===== config.mk =====
export PLATFORM = sky130hd
export DESIGN_NAME = vga_scan_driver
export DESIGN_NICKNAME = d
export VERILOG_FILES = /design/src/rtl/vga_scan_driver.sv
export SDC_FILE = /design/constraint.sdc
export NUM_CORES = 1
export LEC_CHECK = 0
export CAP_MARGIN = 15
export CELL_PAD_IN_SITES_DETAIL_PLACEMENT = 1
export CELL_PAD_IN_SITES_GLOBAL_PLACEMENT = 1
export CORE_MARGIN = 8
export CORE_UTILIZATION = 29
export CTS_CLUSTER_DIAMETER = 40
export CTS_CLUSTER_SIZE = 40
export DETAILED_ROUTE_END_ITERATION = 7
export PLACE_DENSITY_LB_ADDON = 0.12
export SETUP_SLACK_MARGIN = 0.05
export SYNTH_ARGS = -nofsm -noshare
export SYNTH_HDL_FRONTEND = slang
export SYNTH_SLANG_ARGS = --single-unit

===== constraint.sdc =====
create_clock -name clk -period 1.4 [get_ports clk]
set_input_delay 0.35 -clock clk [delete_from_list [all_inputs] [get_ports clk]]
set_output_delay 0.35 -clock clk [all_outputs]
set_load 0.05 [all_outputs]

===== src/rtl/vga_scan_driver.sv =====
// ---------------------------------------------------------------------------
// vga_scan_driver
//
// VGA timing master. It presents pixel scan coordinates (xpos, ypos) to the
// maze/sprite renderer and takes back the renderer's 8-bit RGB 3-3-2 color.
// Blanking and sync are delayed by the renderer's pixel latency, so color,
// sync and blank reach the DAC pins on the same pixel tick.
//
// Optional build macro: VGA_TESTPAT_EN
//   When defined, a test_mode input is added. With test_mode=1 the color
//   input is ignored and eight full-scale vertical colour bars are shown.
//   The bars go through the same latency alignment and blanking as color.
//
// Parameters
//   CLK_DIV             clk cycles per pixel tick (>= 1)
//   PIX_LAT             pixel ticks from xpos/ypos to valid color (0..4)
//   H_ACTIVE/H_FP/H_SYNC/H_BP  horizontal timing in pixel ticks
//   V_ACTIVE/V_FP/V_SYNC/V_BP  vertical timing in lines
//
// Ports
//   clk          system clock
//   rst          asynchronous reset, active-low
//   test_mode    colour-bar select (VGA_TESTPAT_EN builds only)
//   color[7:0]   renderer color, [7:5]=R [4:2]=G [1:0]=B
//   xpos[9:0]    current horizontal count, blanking values included
//   ypos[9:0]    current vertical count, blanking values included
//   active       xpos/ypos inside the visible area (undelayed)
//   pix_tick     one-clk strobe, counters advance on it
//   frame_start  one-clk pulse when the counters enter (0,0)
//   hsync/vsync  active-low syncs, delayed by PIX_LAT ticks
//   vga_r/g/b    4-bit colour components to the DAC
// ---------------------------------------------------------------------------
module vga_scan_driver #(
  parameter int CLK_DIV  = 2,
  parameter int PIX_LAT  = 1,
  parameter int H_ACTIVE = 640,
  parameter int H_FP     = 16,
  parameter int H_SYNC   = 96,
  parameter int H_BP     = 48,
  parameter int V_ACTIVE = 480,
  parameter int V_FP     = 10,
  parameter int V_SYNC   = 2,
  parameter int V_BP     = 33
) (
  input  logic       clk,
  input  logic       rst,
`ifdef VGA_TESTPAT_EN
  input  logic       test_mode,
`endif
  input  logic [7:0] color,
  output logic [9:0] xpos,
  output logic [9:0] ypos,
  output logic       active,
  output logic       pix_tick,
  output logic       frame_start,
  output logic       hsync,
  output logic       vsync,
  output logic [3:0] vga_r,
  output logic [3:0] vga_g,
  output logic [3:0] vga_b
);

  localparam int H_TOTAL  = H_ACTIVE + H_FP + H_SYNC + H_BP;
  localparam int V_TOTAL  = V_ACTIVE + V_FP + V_SYNC + V_BP;
  localparam int HS_START = H_ACTIVE + H_FP;
  localparam int HS_END   = HS_START + H_SYNC;
  localparam int VS_START = V_ACTIVE + V_FP;
  localparam int VS_END   = VS_START + V_SYNC;
  localparam int DIV_W    = (CLK_DIV > 1) ? $clog2(CLK_DIV) : 1;

  // Pipeline word: {active, hs_raw, vs_raw}, plus the bar index when the
  // test pattern is built in.
`ifdef VGA_TESTPAT_EN
  localparam int BAR_W = H_ACTIVE / 8;
  localparam int PW    = 6;
`else
  localparam int PW    = 3;
`endif

  // Blank with both syncs inactive (high).
  localparam logic [PW-1:0] IDLE = PW'(3'b011);

  logic [DIV_W-1:0] div;
  logic [9:0]       h_cnt;
  logic [9:0]       v_cnt;
  logic             h_last;
  logic             v_last;
  logic             hs_raw;
  logic             vs_raw;
  logic [PW-1:0]    raw_bus;
  logic [PW-1:0]    dly;
  logic [11:0]      pix_rgb;
  logic [11:0]      rgb;

  // Clock divider. pix_tick is registered so it stays low throughout reset
  // even when CLK_DIV=1.
  always_ff @(posedge clk or negedge rst) begin
    if (!rst) begin
      div      <= '0;
      pix_tick <= 1'b0;
    end else begin
      pix_tick <= (div == DIV_W'(CLK_DIV - 1));
      if (div == DIV_W'(CLK_DIV - 1))
        div <= '0;
      else
        div <= div + DIV_W'(1);
    end
  end

  assign h_last = (h_cnt == 10'(H_TOTAL - 1));
  assign v_last = (v_cnt == 10'(V_TOTAL - 1));

  // Scan counters. frame_start is raised on the same edge that loads (0,0),
  // so it is high during the first clk in which the counters read (0,0).
  always_ff @(posedge clk or negedge rst) begin
    if (!rst) begin
      h_cnt       <= '0;
      v_cnt       <= '0;
      frame_start <= 1'b0;
    end else begin
      frame_start <= 1'b0;
      if (pix_tick) begin
        if (h_last) begin
          h_cnt       <= '0;
          v_cnt       <= v_last ? 10'd0 : v_cnt + 10'd1;
          frame_start <= v_last;
        end else begin
          h_cnt <= h_cnt + 10'd1;
        end
      end
    end
  end

  assign xpos = h_cnt;
  assign ypos = v_cnt;

  // Gated by rst so active reads 0 while reset is held even though the
  // counters then sit at (0,0), which lies inside the visible area.
  assign active = rst && (h_cnt < 10'(H_ACTIVE)) && (v_cnt < 10'(V_ACTIVE));
  assign hs_raw = !((h_cnt >= 10'(HS_START)) && (h_cnt < 10'(HS_END)));
  assign vs_raw = !((v_cnt >= 10'(VS_START)) && (v_cnt < 10'(VS_END)));

`ifdef VGA_TESTPAT_EN
  assign raw_bus = {3'(h_cnt / 10'(BAR_W)), active, hs_raw, vs_raw};
`else
  assign raw_bus = {active, hs_raw, vs_raw};
`endif

  // Latency-matching delay line for blank/sync, advanced on pix_tick.
  generate
    if (PIX_LAT == 0) begin : g_nolat
      assign dly = raw_bus;
    end else begin : g_lat
      logic [PW-1:0] pipe [PIX_LAT];

      always_ff @(posedge clk or negedge rst) begin
        if (!rst) begin
          for (int i = 0; i < PIX_LAT; i++)
            pipe[i] <= IDLE;
        end else if (pix_tick) begin
          pipe[0] <= raw_bus;
          for (int i = 1; i < PIX_LAT; i++)
            pipe[i] <= pipe[i-1];
        end
      end

      assign dly = pipe[PIX_LAT-1];
    end
  endgenerate

  // 3-3-2 to 4-4-4 by replicating the top bits, so full scale maps to 4'hF.
  // Bar colours: R on bars 0,1,4,5; G on bars 0..3; B on even bars.
  always_comb begin
    pix_rgb = {color[7:5], color[7], color[4:2], color[4], color[1:0], color[1:0]};
`ifdef VGA_TESTPAT_EN
    if (test_mode)
      pix_rgb = {{4{~dly[4]}}, {4{~dly[5]}}, {4{~dly[3]}}};
`endif
  end

  // Output register: color is sampled on the same tick the delay line shifts.
  always_ff @(posedge clk or negedge rst) begin
    if (!rst) begin
      hsync <= 1'b1;
      vsync <= 1'b1;
      rgb   <= '0;
    end else if (pix_tick) begin
      hsync <= dly[1];
      vsync <= dly[0];
      rgb   <= dly[2] ? pix_rgb : 12'h000;
    end
  end

  assign vga_r = rgb[11:8];
  assign vga_g = rgb[7:4];
  assign vga_b = rgb[3:0];

endmodule

* Yosys cells after proc, flatten, opt, wreduce, memory -nomap -nowiden
Cells that the tools add are included.
** Storage, ports and cells
- Input port bits :: 10
- Output and inout port bits :: 37
- Logic and storage cells :: 33
- Bits in registers :: 40
** Operators by class
- Muxes and demuxes :: 6
- Reductions and logical operators :: 7
- Add/subtract/negate cells :: 3
- Magnitude comparators :: 6
- Equality and inequality tests :: 2
** Operator list (number)
- 10-bit by 1-bit adder with 10-bit output, second input constant :: 2
- 10-bit == test, second input constant :: 2
- 10-bit < comparator, second input constant :: 2
- 10-bit by 9-bit < comparator with 1-bit output, second input constant :: 2
- 10-bit two-way mux :: 2
- 12-bit two-way mux :: 1
- 10-bit >= comparator, second input constant :: 1
- 10-bit by 9-bit >= comparator with 1-bit output, second input constant :: 1
- 1-bit logical AND :: 4
- 1-bit two-way mux :: 3
- 1-bit zero test :: 2
- 2-bit AND reduction :: 1
- 1-bit adder, second input constant :: 1

* Logic depth before layout (Yosys ltp)
- Word-level depth :: 3
- Depth in mapped cells :: 6
- Mapped depth without buffers :: 6

* Worst setup path before layout
No wires, ideal clock.
- Path kind :: register to register
- Start :: register h_cnt[1] (netlist: xpos[1])
- End :: register h_cnt[9] (netlist: xpos[9])
- Arrival :: 1793 ps
- Path slack :: -514 ps
- Path buffers :: 1
- Stages on the path, launching flop included :: 7
- Period minus slack after synthesis :: 1914 ps
- Library setup time :: 121 ps
- Required time :: 1279 ps
- Cells stage by stage :: dfrtp_1 > ha_1 > and4b_1 > and4_1 > buf_4 > o21ai_1 > a22o_1
** On the way
- Cells in the longest elaborated chain, start to end :: 2
- Elaborated cells between the ends (all ways) :: 3
- Classes of those cells :: add/sub: 1; eq/ne: 1; mux: 1
** RTL lines
- start, declared :: line 84 : logic [9:0] h_cnt;
- start signal, assigned :: line 128 : h_cnt <= h_cnt + 10'd1;
- 10-bit by 1-bit adder with 10-bit output / 10-bit == test (equally long branches) :: line 128, 110
- 10-bit two-way mux * :: line 123 : if (h_last) begin
Every way passes the cells marked *; elsewhere a longest branch is shown, timed or not.
A chain may end at the register's enable or synchronous reset.

* Final worst setup path
- Start :: register v_cnt[6] (netlist: ypos[6])
- End :: output port active
** On the way
- Cells in the longest elaborated chain, start to end :: 2
** RTL lines
- start, declared :: line 85 : logic [9:0] v_cnt;
- start signal, assigned :: line 125 : v_cnt <= v_last ? 10'd0 : v_cnt + 10'd1;
- 10-bit by 9-bit < comparator with 1-bit output :: line 139 : assign active = rst && (h_cnt < 10'(H_ACTIVE)) && (v_cnt < 10'(V_ACTIVE));
- 1-bit logical AND :: line 139
- end, declared :: line 53 : output logic active,
No other way between the ends.

==> results.md <==
- Status: finished with violations
- Failing checks: negative setup slack
- Total GRT Usage: 15.9%
- CP Max Fanout: 2
- Peak Freq: 590 MHz
- Die Area: 8680 um^2
- Unrepaired setup endpoints after global routing: yes
- Reg-to-Reg End: ypos[6]$_DFFE_PN0P_
- Cells on worst reg2reg path: 5
- Worst hold slack: 163 ps
- Skew final: 7.05 ps
- Ant diodes: 0
- Detailed Place HPWL: 4300 um
- Crit path cell chain: and2_4 -> nand3_4 -> and4b_4 -> buf_12
- Slew Viols, Final: 0
- Worst setup SP type: register
- Total Nets Final: 304
- Power Total: 0.00209 W
- Proportion of layout cells with a drive suffix above 1: 66.3%
- GPL Wtd Cong: 0.799
- CTS Sinks: 36
- First-pass GRT wire length: 10,800 um
- Required @ worst endpoint: 1050 ps
- Fill cells: 599
- Largest net degree at the start of global routing: 37
- CP peak stage delay: 410 ps
- Clock transition at path regs: 80 ps
- CTS tree: done
- Row count: 28
- Reg2Reg Setup Slack: -260 ps
- Synthesized area per cell: 9.99 um^2
- Power Internal: 0.00155 W
- Tightest Pin Transition: 460 ps
- Total core area: 5850 um^2
- GRT overflow: 0
- Worst-Skew Late Latency: 300 ps
- Logic pwr share: 10.2%
- Peak supply drop: 0.596 mV
- Top delay family on crit path: simple AND/OR/NAND/NOR gates
- CTS Hold Buffers Added: 0
- Final core occ: 62.9%
- DR vias/cell: 5.05
- Yosys warnings: 0
- Syn Nets: 187
- Final period util: 121%
- Seq. cell area: 931 um^2
- CP Data Arrival Time: 1350 ps
- Flop pwr share: 51.5%
- H-tree lvl count: 2
- # DRC: 0
- Pre-CTS setup slack: -184 ps
- Psw: 0.000533 W
- DR iter-0 viols: 70
- Buffers & Inverters on Critical Path: 1
- PortBufs: 46
- Cell Count, Final, Fillers Out: 366
- Crit path kind: reg2out
- Clock Power Share: 38.3%
- WL final: 7530 um
- Via Count: 1,848
- Tmin final: 1700 ps
- Yosys top cell area share: 46.3%
- Ys flop type: dfrtp_1
- Max-Cap Viols: 0
- Cell variety after synth: 39
- Top post-synthesis cells by area: dfrtp_1 (46%), dfstp_2 (6.1%), nand3_1 (4.9%)
- DIE HEIGHT: 93.2 um
- First drt pass iteration count: 4
- Synth-to-layout area growth: 113%
- Total CTS buffers: 5
- Initial antenna violation count: 0
- Sw Share: 25.5%
- Leak: 1.56 nW
- Cells after Synth: 173
- Final antenna-violating net count: 0
- Sequential area share after synthesis: 52.4%
- Synth Cell Area: 1730 um^2
- CTS Buffer Depth: 2
- Wire per inst: 20.6 um
- RR Startpoint: xpos[0]$_DFFE_PN0P_
- Post-synth EDFFs: 0
- Power Density: 567 nW/um^2
- Synthesis-stage register bit count: 36
- Clk root buf: clkbuf_8
- Post-synth ARST share: 100%
- Die W: 93.2 um
- Worst slew margin: 69.4%
- Worst hold path type: in2async
- Placed insts: 319
- Worst setup margin: -296 ps
- CP max-delay cell: dfrtp_2
- Top Ports: 47
- Final setup vio count: 24
- Crit end category: output pin
- Biggest area consumer among synthesized cells: dfrtp_1
- Initial core utilization: 29.5%
- Final Hold Vio Count: 0
- Vias in the first global route: 1,997
- Area of the multi-input gates: 997 um^2
## registers in the layout (all words and copies together), names as in the netlist
signal,flops
hsync,1
frame_start,1
div,1
rgb,8
pix_tick,1
xpos,10
vsync,1
dly,3
ypos,10
## final cells by class
type                            count  area share, %
Inverter                           14           1.43
Timing Repair Buffer              120           41.1
Clock inverter                      1          0.204
Multi-Input combinational cell    113           27.1
Sequential cell                    36           25.3
Tap cell                           75           2.55
Clock buffer                        7           2.35
## layer usage
metal  global-route usage (%)  part of all wire, %
met3                     5.93                  5.6
met4                     4.56                  2.1
met2                     27.9                   52
met1                     17.6                   40
met5                        0                    0
## synth_stat cells (5+ instances only)
master and count:
o21ai_0 17, xnor2_1 7, nor2_1 9, nand3_1 17, inv_1 14, buf_4 5, nand4_1 5, clkbuf_1 5
nand2_1 10, dfrtp_1 32
## cell usage in the layout, fill, tap and decap left out, drive strengths merged, types with 5 or more instances in the layout
cell type and instances:
buf 112, clkbuf 7, clkdlybuf4s50 8, dfrtp 32, inv 14, nand2 11, nand3 17, nand4 7
nor2 9, nor3 5, o21ai 18, xnor2 7
## power groups by stage
stage / combinational, W / sequential, W / clock, W
6_report: 0.000213 / 0.00107 / 0.000799
5_1_grt: 0.000226 / 0.00108 / 0.000866
3_3_place_gp: 0.000215 / 0.00109 / 0
4_1_cts: 0.000218 / 0.00107 / 0.000804
3_5_place_dp: 0.000218 / 0.00109 / 0
2_1_floorplan: 0.0000507 / 0.00112 / 0
## metrics by stage
| stage | cell area [um^2] | TNS [ps] |
|---|---|---|
| 3_5_place_dp | 2900 | -1860 |
| 3_3_place_gp | 2900 | -969 |
| 4_1_cts | 3360 | -1250 |
| 6_report | 3680 | -3270 |
| 5_1_grt | 3680 | -4420 |
| 2_1_floorplan | 1790 | -2260 |
## worst max-delay path by stage
stage               slack, ps  cells after the start                   to           startpoint
floorplan                -250                      6  xpos[9]$_DFFE_PN0P_  xpos[1]$_DFFE_PN0P_
global placement         -110                      6  ypos[2]$_DFFE_PN0P_  xpos[1]$_DFFE_PN0P_
detailed placement       -180                      5  ypos[5]$_DFFE_PN0P_  xpos[1]$_DFFE_PN0P_
CTS                      -290                      4               active  ypos[6]$_DFFE_PN0P_
global route             -340                      4               active  ypos[6]$_DFFE_PN0P_
finish                   -300                      4               active  ypos[6]$_DFFE_PN0P_
## cells by family (layout without fill, tap and decap cells)
kind of cell,Yosys count,count (layout),synth area share (%)
buf+inv,25,142,6.59
mux,4,4,2.53
xor+xnor,8,8,4.06
simple gates,65,66,21.1
fa+ha+maj,4,4,2.90
compound gates,31,31,10.4
flops,36,36,52.4
## what timing repair did
| action | 4_1_cts | 5_1_grt |
|---|---|---|
| endpoints found under the setup margin | 35 | 42 |
| buffers inserted | 16 | 32 |
| cloned | 1 | 0 |
| pin swaps | 20 | 21 |
| gates resized for setup | 65 | 40 |
(Power assumes the default switching activity.)
